## src/rtl/cp0_pkg.sv

```systemverilog
// cp0_pkg: shared CP0 register indices, exception codes, handler address and field positions
package cp0_pkg;
  localparam logic [4:0] REG_SR    = 5'd12;
  localparam logic [4:0] REG_CAUSE = 5'd13;
  localparam logic [4:0] REG_EPC   = 5'd14;
  localparam logic [4:0] REG_PRID  = 5'd15;
  localparam logic [4:0] EXC_INT   = 5'd0;
  localparam logic [4:0] EXC_ADEL  = 5'd4;
  localparam logic [4:0] EXC_ADES  = 5'd5;
  localparam logic [4:0] EXC_RI    = 5'd10;
  localparam logic [4:0] EXC_OV    = 5'd12;
  localparam logic [31:0] HANDLER_ADDR = 32'h0000_4180;
  localparam int SR_IE     = 0;
  localparam int SR_EXL    = 1;
  localparam int SR_IM_LO  = 10;
  localparam int CAUSE_EXC = 2;
  localparam int CAUSE_IP  = 10;
  localparam int CAUSE_BD  = 31;
endpackage

```

## src/rtl/cp0_unit.sv

```systemverilog
// cp0_unit: MIPS coprocessor 0 (SR/Cause/EPC/PRId), interrupt/exception arbitration at M, Req flush
// Ports: clk, reset (async active-low); M-stage exception inputs pc_M/ExcCode_M/BD_M; HWInt lines;
// mfc0/mtc0/eret interface cp0_addr/cp0_wdata/cp0_we/EXLClr; outputs cp0_rdata, EPC_out, Req.
module cp0_unit
  import cp0_pkg::*;
#(
  parameter logic [31:0] PRID = 32'h2021_0007
) (
  input  logic        clk,
  input  logic        reset,
  input  logic [31:0] pc_M,
  input  logic [4:0]  ExcCode_M,
  input  logic        BD_M,
  input  logic [5:0]  HWInt,
  input  logic [4:0]  cp0_addr,
  input  logic [31:0] cp0_wdata,
  input  logic        cp0_we,
  input  logic        EXLClr,
  output logic [31:0] cp0_rdata,
  output logic [31:0] EPC_out,
  output logic        Req
);
  logic [5:0]  r_im;
  logic        r_exl;
  logic        r_ie;
  logic        r_bd;
  logic [5:0]  r_ip;
  logic [4:0]  r_exc;
  logic [31:0] r_epc;
  logic        w_int_req;
  logic        w_exc_req;
  logic [31:0] w_epc_new;
  logic [31:0] w_sr;
  logic [31:0] w_cause;
  assign w_int_req = (|(HWInt & r_im)) & r_ie & ~r_exl;
  assign w_exc_req = (ExcCode_M != 5'd0) & ~r_exl;
  // gated by reset so a live ExcCode_M cannot raise Req while state is held clear
  assign Req       = reset & (w_int_req | w_exc_req);
  // a delay-slot instruction restarts at its branch
  assign w_epc_new = (BD_M ? pc_M - 32'd4 : pc_M) & ~32'd3;
  assign w_sr      = {16'd0, r_im, 8'd0, r_exl, r_ie};
  assign w_cause   = {r_bd, 15'd0, r_ip, 3'd0, r_exc, 2'd0};
  assign EPC_out   = r_epc;
  always_comb begin
    cp0_rdata = cp0_addr == REG_SR    ? w_sr    :
                cp0_addr == REG_CAUSE ? w_cause :
                cp0_addr == REG_EPC   ? r_epc   :
                cp0_addr == REG_PRID  ? PRID    : 32'd0;
  end
  always_ff @(posedge clk or negedge reset) begin
    if (!reset) begin
      r_im  <= '0;
      r_exl <= 1'b0;
      r_ie  <= 1'b0;
      r_bd  <= 1'b0;
      r_ip  <= '0;
      r_exc <= '0;
      r_epc <= '0;
    end else begin
      r_ip <= HWInt;
      if (Req) begin
        r_exl <= 1'b1;
        r_exc <= w_int_req ? EXC_INT : ExcCode_M;
        r_bd  <= BD_M;
        r_epc <= w_epc_new;
      end else begin
        if (cp0_we && cp0_addr == REG_SR) begin
          r_im  <= cp0_wdata[SR_IM_LO +: 6];
          r_exl <= cp0_wdata[SR_EXL];
          r_ie  <= cp0_wdata[SR_IE];
        end
        if (cp0_we && cp0_addr == REG_EPC) r_epc <= cp0_wdata & ~32'd3;
        // later assignment wins: an mtc0 SR in the same cycle as eret still ends with EXL clear
        if (EXLClr) r_exl <= 1'b0;
      end
    end
  end
endmodule
```

## config.mk

```make
export PLATFORM = sky130hd
export DESIGN_NAME = cp0_unit
export DESIGN_NICKNAME = d
export VERILOG_FILES = /design/src/rtl/cp0_pkg.sv /design/src/rtl/cp0_unit.sv
export SDC_FILE = /design/constraint.sdc
export NUM_CORES = 1
export LEC_CHECK = 0
export ABC_AREA = 1
export CORE_ASPECT_RATIO = 0.5
export CORE_UTILIZATION = 31
export CTS_CLUSTER_SIZE = 14
export DETAILED_ROUTE_END_ITERATION = 8
export GPL_ROUTABILITY_DRIVEN = 0
export HOLD_SLACK_MARGIN = 0.03
export SLEW_MARGIN = 0
export SYNTH_ARGS = -nofsm -noshare
export SYNTH_HDL_FRONTEND = slang
export SYNTH_SLANG_ARGS = --single-unit
```

## constraint.sdc

```tcl
create_clock -name clk -period 1.53 [get_ports clk]
set_input_delay 0.153 -clock clk [delete_from_list [all_inputs] [get_ports clk]]
set_output_delay 0.153 -clock clk [all_outputs]
set_load 0.01 [all_outputs]
```

==> results.json <==
{
  "outcome": "complete, no violations",
  "postPlaceCellArea_um2": 5992,
  "clk_pin_slew_ns": 0.08,
  "htreeDepth": 2,
  "design_area_um2": 6381,
  "drtIter0Drc": 298,
  "grt_pass1_wl_mm": 20.71,
  "yosysTopAreaCell": "dfrtp_1",
  "finalSetupViolCount": 0,
  "yosys-top-cells-area": "dfrtp_1 34%, nand2_1 22%, inv_1 7.1%",
  "synth_area_um2": 3691,
  "synthToLayoutAreaGrowth_pct": 72.88,
  "final_core_util": 0.5655,
  "pre_cts_ws_ns": -0.5419,
  "critPathLaunchType": "flop",
  "clock-root-buffer": "clkbuf_16",
  "drv_slew": 0,
  "num_antenna_cells": 0,
  "register_area_um2": 1251,
  "io_buffers": 145,
  "fp.dieW_um": 156.3,
  "ant_nets": 0,
  "r2r-start": "r_im[0]",
  "rsz0062_at_grt": "yes",
  "n_fill_cell": 1109,
  "hold_viol_final": 0,
  "seqPwrFrac": 0.365,
  "grt_usage": 0.2190,
  "maxCapViolCount": 0,
  "synth_top_area_share": 0.3390,
  "fin_crit_ns": 1.527,
  "first_global_vias": 4175,
  "slew_headroom": 0.5432,
  "nets": 899,
  "wl_mm": 13.44,
  "ys_seq_area_frac": 0.3390,
  "p_leak_nw": 3.263,
  "cts_tree": "built",
  "pwr-share-comb": 0.399,
  "cts_hold_buf": 0,
  "required_ns": 1.38,
  "worstMarginPinSlew_ns": 0.6852,
  "wl_per_cell_um": 13.81,
  "start_util": 0.3271,
  "layout-drive-gt1-share": 0.2740,
  "powerDensity_nw_per_um2": 796.1,
  "netSwitchingPower_w": 0.001753,
  "die-area_um2": 12370,
  "ys_ff_latch": 50,
  "dp_hpwl_mm": 10.34,
  "multiInputGateArea_um2": 2242,
  "synth_area_per_cell_um2": 6.419,
  "ys_types": 34,
  "antenna_found_initial": 0,
  "fin_skew_ns": 0.003747,
  "first_pass_iters": 5,
  "cts_buffer_depth": 2,
  "layout.cells.most_common_list": "193 x nand2_1, 100 x clkdlybuf4s50_1, 83 x buf_4, 64 x inv_1, 59 x nor2_1",
  "cts_sinks": 50,
  "p_int_w": 0.003327,
  "netSwitchingFraction": 0.3450,
  "end_kind": "output port",
  "pin_count": 150,
  "post_drt_via_cell_ratio": 4.530,
  "fin_crit_sh": 0.9980,
  "worst_slack_ns": 0.003070,
  "ys.warnings.count": 0,
  "die_h_um": 79.16,
  "grt.overflow.total": 0,
  "worstSetupPathType": "flop to output port",
  "cts_buffers": 5,
  "core_area_um2": 11280,
  "pwr-share-clk": 0.237,
  "synth_cells": 575,
  "crit_fanout": 3,
  "final_common_cell": "nand2_1",
  "arrival_ns": 1.37,
  "fmax_ghz": 0.6549,
  "grt_max_degree": 51,
  "cp-startpoint": "r_im[0]",
  "worstSkewPairLatency_ns": 0.30,
  "drcViolationCount": 0,
  "detailroute.via_count": 4408,
  "peakVddDrop_uv": 460.4,
  "row_count": 27,
  "hp-class": "input port to async pin"
}
path summary, 6_finish.rpt:
kind	to	slack [ns]	cells past startpoint
setup / recovery	Req	0.003	9
hold / removal	EPC_out[25]	0.06	2
setup reg to reg	EPC_out[22]	0.01	13
hold reg to reg	r_exc[0]	0.49	2
max in group asynchronous	r_ie	1.02	2
min in group clk	r_ip[3]	0.32	1
registers in the layout, summed over array words and instances (netlist names):
signal / flops
EPC_out: 30
r_ip: 6
r_bd: 1
r_exl: 1
r_im: 6
r_exc: 5
r_ie: 1
what timing repair did:
item,CTS,global route
pin swaps,16,15
endpoints found under the setup margin,75,43
cloned,2,1
gates resized for setup,187,53
setup buffers,5,3
power by group through the flow:
stage	combinational, W	clock, W	sequential (W)
detailed placement	0.00184	0	0.00185
CTS	0.00195	0.00122	0.00184
global route	0.00221	0.00127	0.00189
finish	0.00202	0.00120	0.00185
floorplan	0.000650	0	0.00189
global placement	0.00182	0	0.00186
metrics by stage:
stage / power [W] / instances / hold WS [ns] / TNS [ns]
3_5_place_dp: 0.003694 / 956 / 0.4298 / -31.07
3_3_place_gp: 0.003678 / 956 / 0.4303 / -29.82
4_1_cts: 0.005011 / 970 / 0.1075 / -0.7924
5_1_grt: 0.005375 / 973 / 0.1410 / -3.373
6_report: 0.005080 / 973 / 0.06467 / 0
2_1_floorplan: 0.002544 / 576 / -0.1426 / 0
kinds of logic after synthesis:
logic type               after synthesis  synth area share
AND/OR/NAND/NOR                      360            0.4278
buffers and inverters                 92            0.1105
AO/OA/AOI/OAI                         58           0.08746
flip-flops                            50            0.3390
XOR/XNOR                              13           0.03085
adder cells (fa/ha/maj)                1          0.003389
other                                  1          0.001016
per-layer routing:
metal  part of all wire  track usage  wire length (µm)  vias up
li1                   -            -                 -     2248
met1               0.48       0.2962              6457     2036
met2               0.47       0.3652              6271      113
met3              0.044      0.03657               585       11
met4             0.0093      0.05098               125        0
met5                  0            0                 0        -
layout make-up:
| cell class | instances | share of cell area |
|---|---|---|
| Clock buffer | 5 | 0.01961 |
| Tap cell | 159 | 0.03118 |
| Multi-Input combinational cell | 434 | 0.3514 |
| Clock inverter | 3 | 0.004510 |
| Inverter | 75 | 0.04745 |
| Timing Repair Buffer | 247 | 0.3498 |
| Sequential cell | 50 | 0.1961 |
synth_stat cells:
library cell	instances
xor2_1	13
o21bai_1	1
o21ai_2	6
o21ai_1	4
a21oi_1	4
dfrtp_1	50
nand2_1	212
nor2_1	70
inv_4	2
nor3_1	7
o21ai_0	41
nand4_1	3
nor3_4	1
o311ai_0	1
inv_1	70
nand3_1	42
and2_1	3
clkbuf_1	2
a22o_1	1
nand2_2	7
buf_4	8
nor2_4	5
conb_1	1
nand2_4	3
nand2_8	1
nand3_2	1
nand3_4	1
nor2_8	1
nand3b_1	1
nor2_2	2
buf_6	3
buf_2	4
ha_1	1
inv_2	3
critical path, cell delays in order (launching register included):
cell     delay (ns)
dfrtp_1        0.38
nand2_1        0.07
nand2_1        0.05
nor2_1         0.10
nand2_1        0.07
nand2_2        0.09
nand2_4        0.07
nand2_8        0.07
inv_2          0.06
buf_6          0.11
(Power assumes the default switching activity.)
